[src/rtl/multicycle_sequencer.sv]
// Single-clock multi-cycle control sequencer for the LEGv8 core: steps each instruction
// through FETCH/DECODE/EXECUTE/[MEMORY]/WRITEBACK with one-cycle stage strobes.
module multicycle_sequencer #(
    parameter int          INSTR_LEN   = 32,
    parameter logic [10:0] HALT_OPCODE = 11'h6A2,
    parameter int          MEM_TIMEOUT = 16,
    parameter int          MAX_INSTR   = 0,
    parameter int          CNT_W       = 32
) (
    input  logic                 clk,
    input  logic                 reset,
    input  logic                 start,
    input  logic                 halt_req,
    input  logic [INSTR_LEN-1:0] instruction,
    input  logic                 mem_read,
    input  logic                 mem_write,
    input  logic                 reg_write,
    input  logic                 mem_ready,
    output logic                 fetch_en,
    output logic                 decode_en,
    output logic                 execute_en,
    output logic                 mem_req,
    output logic                 wb_en,
    output logic                 pc_en,
    output logic                 busy,
    output logic                 halted,
    output logic                 error,
    output logic [2:0]           state,
    output logic [CNT_W-1:0]     retired,
    output logic [CNT_W-1:0]     cycles
);

    localparam int WAIT_W = (MEM_TIMEOUT > 1) ? $clog2(MEM_TIMEOUT) : 1;
    localparam logic [WAIT_W-1:0] WAIT_LAST = WAIT_W'(MEM_TIMEOUT - 1);
    localparam logic [CNT_W:0]    LIMIT     = (CNT_W + 1)'(MAX_INSTR);

    typedef enum logic [2:0] {
        S_IDLE      = 3'd0,
        S_FETCH     = 3'd1,
        S_DECODE    = 3'd2,
        S_EXECUTE   = 3'd3,
        S_MEMORY    = 3'd4,
        S_WRITEBACK = 3'd5,
        S_HALT      = 3'd6,
        S_ERROR     = 3'd7
    } state_t;

    state_t             r_state;
    state_t             w_state_nxt;
    logic               r_fetch_en;
    logic               r_decode_en;
    logic               r_execute_en;
    logic               r_mem_req;
    logic               r_wb_en;
    logic               r_pc_en;
    logic               r_busy;
    logic               r_halted;
    logic               r_error;
    logic [CNT_W-1:0]   r_retired;
    logic [CNT_W-1:0]   r_cycles;
    logic               r_halt_pend;
    logic [WAIT_W-1:0]  r_wait_cnt;
    logic [10:0]        r_opcode_q;
    logic               r_mr_q;
    logic               r_mw_q;
    logic               r_rw_q;
    logic [10:0]        w_opcode;
    logic               w_is_halt;
    logic               w_wait_last;
    logic               w_limit_hit;
    logic               w_front_half;
    logic               w_unused;

    assign w_opcode     = instruction[INSTR_LEN-1 -: 11];
    assign w_is_halt    = (w_opcode == HALT_OPCODE);
    assign w_wait_last  = (r_wait_cnt == WAIT_LAST);
    assign w_front_half = (r_state == S_FETCH) || (r_state == S_DECODE) ||
                          (r_state == S_EXECUTE) || (r_state == S_MEMORY);
    // The retire limit looks at the count this WRITEBACK is about to produce.
    assign w_limit_hit  = (MAX_INSTR != 0) &&
                          (({1'b0, r_retired} + {{CNT_W{1'b0}}, 1'b1}) == LIMIT);
    assign w_unused     = ^{instruction[INSTR_LEN-12:0], r_opcode_q};

    // Next-state decode.
    always_comb begin
        w_state_nxt = r_state;
        case (r_state)
            S_IDLE: begin
                if (halt_req) begin
                    w_state_nxt = S_HALT;
                end else if (start) begin
                    w_state_nxt = S_FETCH;
                end else begin
                    w_state_nxt = S_IDLE;
                end
            end
            S_FETCH:   w_state_nxt = S_DECODE;
            S_DECODE: begin
                if (w_is_halt) begin
                    w_state_nxt = S_HALT;
                end else begin
                    w_state_nxt = S_EXECUTE;
                end
            end
            S_EXECUTE: begin
                if (r_mr_q || r_mw_q) begin
                    w_state_nxt = S_MEMORY;
                end else begin
                    w_state_nxt = S_WRITEBACK;
                end
            end
            S_MEMORY: begin
                if (mem_ready) begin
                    w_state_nxt = S_WRITEBACK;
                end else if (w_wait_last) begin
                    w_state_nxt = S_ERROR;
                end else begin
                    w_state_nxt = S_MEMORY;
                end
            end
            S_WRITEBACK: begin
                if (r_halt_pend || halt_req || w_limit_hit) begin
                    w_state_nxt = S_HALT;
                end else begin
                    w_state_nxt = S_FETCH;
                end
            end
            S_HALT:    w_state_nxt = S_HALT;
            S_ERROR:   w_state_nxt = S_ERROR;
            default:   w_state_nxt = S_IDLE;
        endcase
    end

    // State register; strobes are registered from the next state so they line up with it.
    always_ff @(posedge clk or posedge reset) begin
        if (reset) begin
            r_state      <= S_IDLE;
            r_fetch_en   <= 1'b0;
            r_decode_en  <= 1'b0;
            r_execute_en <= 1'b0;
            r_mem_req    <= 1'b0;
            r_wb_en      <= 1'b0;
            r_pc_en      <= 1'b0;
            r_busy       <= 1'b0;
            r_halted     <= 1'b0;
            r_error      <= 1'b0;
        end else begin
            r_state      <= w_state_nxt;
            r_fetch_en   <= (w_state_nxt == S_FETCH);
            r_decode_en  <= (w_state_nxt == S_DECODE);
            r_execute_en <= (w_state_nxt == S_EXECUTE);
            r_mem_req    <= (w_state_nxt == S_MEMORY);
            r_wb_en      <= (w_state_nxt == S_WRITEBACK) && r_rw_q;
            r_pc_en      <= (w_state_nxt == S_WRITEBACK);
            r_busy       <= (w_state_nxt == S_FETCH) || (w_state_nxt == S_DECODE) ||
                            (w_state_nxt == S_EXECUTE) || (w_state_nxt == S_MEMORY) ||
                            (w_state_nxt == S_WRITEBACK);
            r_halted     <= (w_state_nxt == S_HALT);
            r_error      <= (w_state_nxt == S_ERROR);
        end
    end

    // Decode-time capture of the instruction's control bits.
    always_ff @(posedge clk or posedge reset) begin
        if (reset) begin
            r_opcode_q <= 11'h000;
            r_mr_q     <= 1'b0;
            r_mw_q     <= 1'b0;
            r_rw_q     <= 1'b0;
        end else if (r_state == S_DECODE) begin
            r_opcode_q <= w_opcode;
            r_mr_q     <= mem_read;
            r_mw_q     <= mem_write;
            r_rw_q     <= reg_write;
        end else begin
            r_opcode_q <= r_opcode_q;
            r_mr_q     <= r_mr_q;
            r_mw_q     <= r_mw_q;
            r_rw_q     <= r_rw_q;
        end
    end

    // Memory wait counter: zero on entry to MEMORY, counts each cycle spent there.
    always_ff @(posedge clk or posedge reset) begin
        if (reset) begin
            r_wait_cnt <= {WAIT_W{1'b0}};
        end else if (r_state == S_MEMORY) begin
            r_wait_cnt <= r_wait_cnt + {{(WAIT_W-1){1'b0}}, 1'b1};
        end else begin
            r_wait_cnt <= {WAIT_W{1'b0}};
        end
    end

    // Sticky stop request so the in-flight instruction can finish first.
    always_ff @(posedge clk or posedge reset) begin
        if (reset) begin
            r_halt_pend <= 1'b0;
        end else if (w_state_nxt == S_HALT) begin
            r_halt_pend <= 1'b0;
        end else if (halt_req && w_front_half) begin
            r_halt_pend <= 1'b1;
        end else begin
            r_halt_pend <= r_halt_pend;
        end
    end

    // Saturating retire and active-cycle counters.
    always_ff @(posedge clk or posedge reset) begin
        if (reset) begin
            r_retired <= {CNT_W{1'b0}};
            r_cycles  <= {CNT_W{1'b0}};
        end else begin
            if ((r_state == S_WRITEBACK) && (r_retired != {CNT_W{1'b1}})) begin
                r_retired <= r_retired + {{(CNT_W-1){1'b0}}, 1'b1};
            end else begin
                r_retired <= r_retired;
            end
            if (r_busy && (r_cycles != {CNT_W{1'b1}})) begin
                r_cycles <= r_cycles + {{(CNT_W-1){1'b0}}, 1'b1};
            end else begin
                r_cycles <= r_cycles;
            end
        end
    end

    assign fetch_en   = r_fetch_en;
    assign decode_en  = r_decode_en;
    assign execute_en = r_execute_en;
    assign mem_req    = r_mem_req;
    assign wb_en      = r_wb_en;
    assign pc_en      = r_pc_en;
    assign busy       = r_busy;
    assign halted     = r_halted;
    assign error      = r_error;
    assign state      = r_state;
    assign retired    = r_retired;
    assign cycles     = r_cycles;

endmodule

[config.mk]
export PLATFORM = sky130hd
export DESIGN_NAME = multicycle_sequencer
export DESIGN_NICKNAME = d
export VERILOG_FILES = /design/src/rtl/multicycle_sequencer.sv
export SDC_FILE = /design/constraint.sdc
export NUM_CORES = 1
export LEC_CHECK = 0
export BUFFER_PORTS_ARGS = -buffer_cell sky130_fd_sc_hd__buf_4
export CORE_ASPECT_RATIO = 0.9
export CORE_MARGIN = 5
export CORE_UTILIZATION = 51
export CTS_CLUSTER_SIZE = 8
export DETAILED_ROUTE_END_ITERATION = 10
export HOLD_SLACK_MARGIN = 0.05
export PLACE_DENSITY = 0.85
export REMOVE_ABC_BUFFERS = 1
export SYNTH_ARGS = -nofsm -noshare
export SYNTH_HDL_FRONTEND = slang
export SYNTH_SLANG_ARGS = --single-unit
[constraint.sdc]
create_clock -name clk -period 2.9 [get_ports clk]
set_input_delay 0.58 -clock clk [delete_from_list [all_inputs] [get_ports clk]]
set_output_delay 0.58 -clock clk [all_outputs]
set_load 0.01 [all_outputs]
==> flow_summary.toml, run 1 <==
[sta]
setup_ws_ns = 0.7672
period_share_pct = 73.55
whs_ns = 0.3403
grt_setup_unrepaired = "no"
relSlewSlack_pct = 49.48
timing.final.crit_period_ns = 2.133
slew_viol_final = 0
final_hold_viol_count = 0
skew_ns = 0.01722
max_freq_mhz = 468.9
setup-tns-final_ns = 0
setup_viol = 0
worst_pin_slew_ns = 0.7569

[synthesis]
ys_ff_latch = 84
synth_edf_count = 0
netlist_area_um2 = 4091
avgSynthCellArea_um2 = 10.91
ys_warn_count = 0
yosys.cell_types.count = 49
async_flop_share_pct = 100.0
synthCells = 375
synth-seq-area-share_pct = 51.38
synth_top_flop_cell = "dfrtp_1"

[place]
place.gp.congestion = 0.8845
hpwl_um = 6777
place_ws_ns = 0.6997
portBuffers = 94

[floorplan]
die-area_um2 = 9916
io_pins = 116
die_h_um = 94.97
initial_core_util_pct = 51.46
rows = 31
core_area_um2 = 7951
die_x_um = 104.4

[clocking]
ctsHoldBuffers = 0
clkLatencyLatePin_ns = 0.34
cts_tree = "yes"
numClockSinks = 84
cts_setup_buffers = 0
clockBufferDepth = 2
post_cts_resized = 0
clockRootBuffer = "clkbuf_8"
h-tree-depth = 3
numCtsBuffers = 9
cts.reportedPaths.clkPinSlew_ns = 0.10

[final_layout]
fill_cells = 645
area_growth_pct = 24.77
layout.nets = 519
layout-drive-gt1-share_pct = 28.07
antenna_cells = 0

[worst_hold_path]
hold_class = "in -> async"

[routing]
antenna_left = 0
dr_total_vias = 3228
detail_route.wl_per_cell_um = 15.76
viasPerCell = 5.566
first_iter_violations = 128
drt_wl_total_um = 9143
drc = 0
dr.pass1.iters = 4

[power_and_ir_drop]
p_leak_nw = 2.594
power_density_nw_per_um2 = 389.2
p_total_mw = 1.987
max-vdd-ir-drop_uv = 269.7

[global_routing]
track_usage_pct = 18.69
grt_pass1_vias = 3213
grt_pass1_wl_um = 15380
grt_start_max_net_pins = 44
grt_overflow = 0
antenna_found_initial = 0

[run_status]
status = "finished, final reports clean"

[setup_path]
cp_data_required_time_ns = 3.13
crit_start = "cycles[0]$_DFFE_PP0P_"
worstSetupStartpointType = "register"
rr_worst_depth = 6
rr_startpoint = "cycles[0]$_DFFE_PP0P_"
worst-setup-path-type = "reg -> reg"
path_max_fanout = 17
worst_ep_arrival_time_ns = 2.36
end_kind = "register"

[flow_run]
maxCapViolCount = 0
-- final timing paths --
kind                                                end  slack (ns)
worst max-delay path              cycles[1]$_DFFE_PP0P_        0.77
worst min-delay path                    wb_en$_DFF_PP0_        0.34
worst max register to register    cycles[1]$_DFFE_PP0P_        0.77
worst min register to register  r_wait_cnt[0]$_DFF_PP0_        0.47
max in group asynchronous            fetch_en$_DFF_PP0_        1.88
min in group clk                     r_rw_q$_DFFE_PP0P_        0.46
-- registers in the layout, indices dropped and copies added, names as in the netlist --
signal,cells
busy,1
error,1
r_rw_q,1
pc_en,1
fetch_en,1
execute_en,1
wb_en,1
retired,32
decode_en,1
r_mw_q,1
r_wait_cnt,4
cycles,32
mem_req,1
state,3
r_halt_pend,1
halted,1
r_mr_q,1
-- power by group --
part	internal, mW	switching [mW]
logic	0.0202	0.0280
clock network	0.325	0.444
registers	1.17	0
total	1.52	0.472
-- cells by family after synthesis --
| kind of cell | after synthesis | synth area share, % |
|---|---|---|
| simple gates | 177 | 26.05 |
| flops | 84 | 51.38 |
| xor+xnor | 61 | 13.06 |
| compound gates | 25 | 4.557 |
| buf+inv | 17 | 1.774 |
| mux | 8 | 2.263 |
| fa+ha+maj | 3 | 0.9175 |
-- placed cells by master, fill, tap and decap left out, types with 12 or more instances in the layout --
cell	n
xnor2_1	35
xor2_1	26
nor3_1	12
nand4_1	17
nand2_1	24
nor2_1	29
nand3_1	34
and3_1	15
buf_4	96
dfrtp_1	84
-- final cells by class --
cell class | count | area, µm² | area share, %
clock buffer | 9 | 123.9 | 2.426
clock inverter | 7 | 58.81 | 1.152
inverter | 10 | 38.79 | 0.7598
multi-input combinational | 274 | 1917 | 37.55
sequential | 84 | 2102 | 41.18
tap | 99 | 123.9 | 2.426
timing repair buffer | 97 | 740.7 | 14.51
-- per-layer routing --
| layer | vias up | routed length [µm] | track usage [%] |
|---|---|---|---|
| met5 | - | 0 | 0 |
| met4 | 0 | 61 | 4.962 |
| met3 | 5 | 593 | 4.511 |
| met2 | 97 | 4451 | 30.33 |
| met1 | 1587 | 4038 | 25.34 |
| li1 | 1539 | - | - |
-- worst max-delay path, cell delays in order, from the launching register on --
cell and delay (ns):
dfrtp_1 0.41, ha_1 0.22, nand3_1 0.15, nor3_2 0.38, nand4_4 0.30, nand2_1 0.21, mux2_2 0.34
-- cell usage after synthesis (2+ instances only) --
library cell	instances	area [µm²]
and4_1	11	96.34
nand2b_1	2	12.51
inv_1	10	37.54
nand4_2	2	25.02
mux2_2	6	67.56
ha_1	3	37.54
nor4_1	3	18.77
xnor2_1	35	306.5
nand4_1	17	106.4
dfrtp_1	84	2102
a31oi_1	3	18.77
and2_1	9	56.30
o21ai_0	3	15.01
nor3_2	2	20.02
nor2b_1	2	12.51
a21oi_1	8	40.04
o211ai_1	2	15.01
nand3_1	34	170.2
nor2_1	29	108.9
nor3_1	12	60.06
nand2_1	24	90.09
and3_1	15	93.84
nand4_4	2	42.54
nor4b_1	4	35.03
xor2_1	26	227.7
buf_2	4	20.02
-- per-stage QoR --
stage | instances | utilization [%] | area (µm²)
3_3_place_gp | 564 | 61.90 | 4922
3_5_place_dp | 564 | 61.90 | 4922
6_report | 580 | 64.20 | 5105
4_1_cts | 580 | 64.20 | 5105
5_1_grt | 580 | 64.20 | 5105
2_1_floorplan | 368 | - | 4056
Note: power is estimated with default switching activity, not from simulation.
==> run 2, diff against run 1 <==
Clock period 2.9 ns to 2.2 ns, I/O delays scaled along.
==> run 2 against run 1 <==
Sequential power is 32% higher. Highest routed layer unchanged. Critical endpoint is now retired[1]$_DFFE_PP0P_. Cell count up 1.4%. Count of clock-buffer cells in the layout is the same. Setup slack lost 0.52 ns. Clock power increased by 38%.
==> flow_summary.toml, run 2 (same netlist as run 1, synthesis figures left out) <==
[final_layout]
stdcell_area_um2 = 5175
final_cells = 588
final_cell_mix = "104 x buf_4, 83 x dfrtp_1, 35 x xnor2_1"
utilization_pct = 65.08
layout-drive-gt1-share_pct = 29.45
antenna_cells = 0
layout.nets = 527
fill_cells = 647
area_growth_pct = 26.48
final_common_cell = "buf_4"

[clocking]
clkLatencyLatePin_ns = 0.34
clockRootBuffer = "clkbuf_8"
cts_setup_buffers = 0
h-tree-depth = 3
numClockSinks = 84
numCtsBuffers = 9
cts.reportedPaths.clkPinSlew_ns = 0.09
cts_tree = "yes"
clockBufferDepth = 2

[setup_path]
end_kind = "register"
crit_chain = "ha_1, and3_1, nand3_1, nor3_4, nor2_1, mux2_4"
path_max_fanout = 6
worstSetupStartpointType = "register"
cpMaxStageDelayCell = "dfrtp_1"
worst-path-buf-inv = 0
worst_ep_arrival_time_ns = 2.19
worst-setup-path-type = "reg -> reg"
path_delay_family = "simple AND/OR/NAND/NOR gates"
cp_data_required_time_ns = 2.44
max_stage_delay_ns = 0.43

[routing]
antenna_left = 0
first_iter_violations = 99
detail_route.wl_per_cell_um = 15.84
drt_wl_total_um = 9312
dr_total_vias = 3287
drc = 0
viasPerCell = 5.590
dr.pass1.iters = 4

[flow_run]
maxCapViolCount = 0

[sta]
setup-tns-final_ns = 0
final_hold_viol_count = 0
max_freq_mhz = 511.0
skew_ns = 0.01070
setup_ws_ns = 0.2430
grt_setup_unrepaired = "no"
whs_ns = 0.1407
timing.final.crit_period_ns = 1.957
slew_viol_final = 0
period_share_pct = 88.96
setup_viol = 0
worst_pin_slew_ns = 0.6053
relSlewSlack_pct = 59.60

[power_and_ir_drop]
p_total_mw = 2.672
max-vdd-ir-drop_uv = 304.3
p_leak_nw = 2.629
power_density_nw_per_um2 = 516.4

[run_status]
status = "finished, final reports clean"

[global_routing]
grt_start_max_net_pins = 38
grt_pass1_vias = 3377
grt_pass1_wl_um = 15870
grt_overflow = 0
track_usage_pct = 19.35
antenna_found_initial = 0

[place]
placed_area_um2 = 4982
place_ws_ns = 0.2167
portBuffers = 94
hpwl_um = 6879
place_inst = 572
place.gp.congestion = 0.8742

[floorplan]
io_pins = 116
die-area_um2 = 9916
die_h_um = 94.97
core_area_um2 = 7951
rows = 31
die_x_um = 104.4
initial_core_util_pct = 51.46

[worst_hold_path]
hold_class = "in -> async"
## run 2: cell count changes in the layout (fill, tap and decap cells not counted), sizes merged
| cell | change |
|---|---|
| bufinv | +1 |
| buf | +8 |
| inv | -3 |
| clkinvlp | +2 |
## run 2: worst paths after layout
path | start | to | slack, ns | cells past startpoint
min | reset | retired[9]$_DFFE_PP0P_ | 0.14 | 2
max reg2reg | retired[0]$_DFFE_PP0P_ | retired[1]$_DFFE_PP0P_ | 0.24 | 6
min reg2reg | r_wait_cnt[0]$_DFF_PP0_ | r_wait_cnt[0]$_DFF_PP0_ | 0.46 | 1
min in group clk | halt_req | fetch_en$_DFF_PP0_ | 0.31 | 2
max | retired[0]$_DFFE_PP0P_ | retired[1]$_DFFE_PP0P_ | 0.24 | 6
max in group asynchronous | reset | cycles[28]$_DFFE_PP0P_ | 1.43 | 3
## run 2: per-layer routing
layer  global-route usage, %  part of all wire (%)
met1                   25.23                    43
met2                   31.80                    50
met5                       0                     0
met4                   6.796                   1.4
met3                   4.648                   5.9
## run 2: timing repair
action	CTS	global route
hold buffers	0	0
setup endpoints to repair	0	1
resized for setup	0	1
## run 2: layout make-up
type	count	area [µm²]	area share, %
tap	99	123.9	2.394
timing repair buffer	105	800.8	15.47
clock inverter	7	67.56	1.306
inverter	10	38.79	0.7495
sequential	84	2103	40.64
multi-input combinational	274	1917	37.04
clock buffer	9	123.9	2.394
## run 2: power by group
group / switching, mW / leakage (nW) / total [mW] / internal [mW]
sequential: 0 / 1.15 / 1.54 / 1.54
clock: 0.546 / 0.0910 / 1.06 / 0.518
combinational: 0.0376 / 1.39 / 0.0653 / 0.0277
total: 0.584 / 2.63 / 2.67 / 2.09
## run 2: worst reg2reg max path: stages (launching register included)
cell and delay, ns:
dfrtp_1 0.43, ha_1 0.21, and3_1 0.21, nand3_1 0.17, nor3_4 0.36, nor2_1 0.16, mux2_4 0.32
==> run 3, diff against run 2 <==
==> constraint.sdc (replaced) <==
create_clock -name clk -period 2.2 [get_ports clk]
set_input_delay 0.66 -clock clk [delete_from_list [all_inputs] [get_ports clk]]
set_output_delay 0.66 -clock clk [all_outputs]
set_load 0.01 [all_outputs]
==> run 3 against run 2 <==
Critical path depth unchanged. Sequential power hardly changed. First-iteration DRC count grew 45%. Via count shrank 1.6%. Global-route usage decreased by 0.33 points. Utilization rose by 0.39 points. Setup slack worse by 0.040 ns. Fmax shrank 2.0%. Die area stayed put.
==> flow_summary.toml, run 3 (same netlist as run 1, synthesis figures left out) <==
[run_status]
status = "finished, final reports clean"

[routing]
antenna_left = 0
drt_wl_total_um = 9168
drc = 0
detail_route.wl_per_cell_um = 15.62
viasPerCell = 5.511
dr_total_vias = 3235
first_iter_violations = 144
dr.pass1.iters = 4

[setup_path]
end_kind = "register"
path_max_fanout = 12
worst-setup-path-type = "reg -> reg"
cp_data_required_time_ns = 2.44
worst_ep_arrival_time_ns = 2.23
worstSetupStartpointType = "register"

[flow_run]
maxCapViolCount = 0

[clocking]
clockRootBuffer = "clkbuf_8"
cts.reportedPaths.clkPinSlew_ns = 0.09
h-tree-depth = 3
numCtsBuffers = 9
cts_tree = "yes"
clockBufferDepth = 2
clkLatencyLatePin_ns = 0.35
numClockSinks = 84

[floorplan]
io_pins = 116
rows = 31
die_h_um = 94.97
die_x_um = 104.4
die-area_um2 = 9916
core_area_um2 = 7951
initial_core_util_pct = 51.46

[place]
place.gp.congestion = 0.8556
place_ws_ns = 0.1272
portBuffers = 94
place_inst = 571
hpwl_um = 6662

[final_layout]
utilization_pct = 65.48
area_growth_pct = 27.25
layout-drive-gt1-share_pct = 28.89
final_common_cell = "buf_4"
final_cell_mix = "103 x buf_4, 84 x dfrtp_1, 35 x xnor2_1"
final_cells = 587
antenna_cells = 0
layout.nets = 526

[sta]
slew_viol_final = 0
period_share_pct = 90.76
max_freq_mhz = 500.8
setup-tns-final_ns = 0
grt_setup_unrepaired = "no"
final_hold_viol_count = 0
worst_pin_slew_ns = 0.4711
skew_ns = 0.01345
setup_viol = 0
timing.final.crit_period_ns = 1.997
relSlewSlack_pct = 68.46
setup_ws_ns = 0.2033

[global_routing]
grt_pass1_wl_um = 15530
grt_pass1_vias = 3218
grt_start_max_net_pins = 85
antenna_found_initial = 0
track_usage_pct = 19.02
grt_overflow = 0

[power_and_ir_drop]
p_total_mw = 2.855
max-vdd-ir-drop_uv = 341.2
power_density_nw_per_um2 = 548.3
p_leak_nw = 2.658

[worst_hold_path]
hold_class = "in -> async"
run 3: area by class of cell:
type	count	area, µm²
clock inverter	5	83.83
inverter	10	38.79
multi-input combinational	274	1923
timing repair buffer	104	793.3
fill	631	2745
tap	99	123.9
sequential	84	2102
clock buffer	11	141.4
run 3: power breakdown:
| group | switching (mW) | leakage, nW | internal [mW] |
|---|---|---|---|
| clock network | 0.573 | 0.106 | 0.675 |
| registers | 0 | 1.15 | 1.54 |
| logic | 0.0368 | 1.40 | 0.0267 |
run 3: metal layers:
layer	up-vias	part of all wire (%)	track usage (%)
met5	-	0	0
met4	0	1.2	5.394
met3	13	6.4	5.878
met2	94	48	30.43
met1	1583	44	25.15
li1	1545	-	-
run 3: path summary, 6_finish.rpt:
path / startpoint / end / slack, ns / cells past startpoint
max: cycles[0]$_DFFE_PP0P_ / cycles[1]$_DFFE_PP0P_ / 0.20 / 6
min in group clk: r_wait_cnt[0]$_DFF_PP0_ / r_wait_cnt[0]$_DFF_PP0_ / 0.47 / 1
max in group asynchronous: reset / cycles[20]$_DFFE_PP0P_ / 1.47 / 3
min reg2reg: r_wait_cnt[0]$_DFF_PP0_ / r_wait_cnt[0]$_DFF_PP0_ / 0.47 / 1
min: reset / retired[7]$_DFFE_PP0P_ / 0.39 / 3
max reg2reg: cycles[0]$_DFFE_PP0P_ / cycles[1]$_DFFE_PP0P_ / 0.20 / 6
run 3: critical path: stages (launching register included):
cell and delay (ns):
dfrtp_1 0.40, ha_1 0.22, nand3_1 0.19, nor3_4 0.29, nand4_4 0.24, nand2_1 0.18, mux2_2 0.35
run 3: what timing repair did:
item,4_1_cts,5_1_grt
gates resized for setup,0,1
setup buffers,0,0
hold buffers,0,0
setup endpoints to repair,0,1
run 3: through the flow:
stage	instance area [µm²]	hold WS (ns)
after global routing	5206	0.4241
after detailed placement	4975	0.4567
final	5206	0.3905
after floorplan	4056	0.4319
after global placement	4975	0.4463
after CTS	5200	0.4059
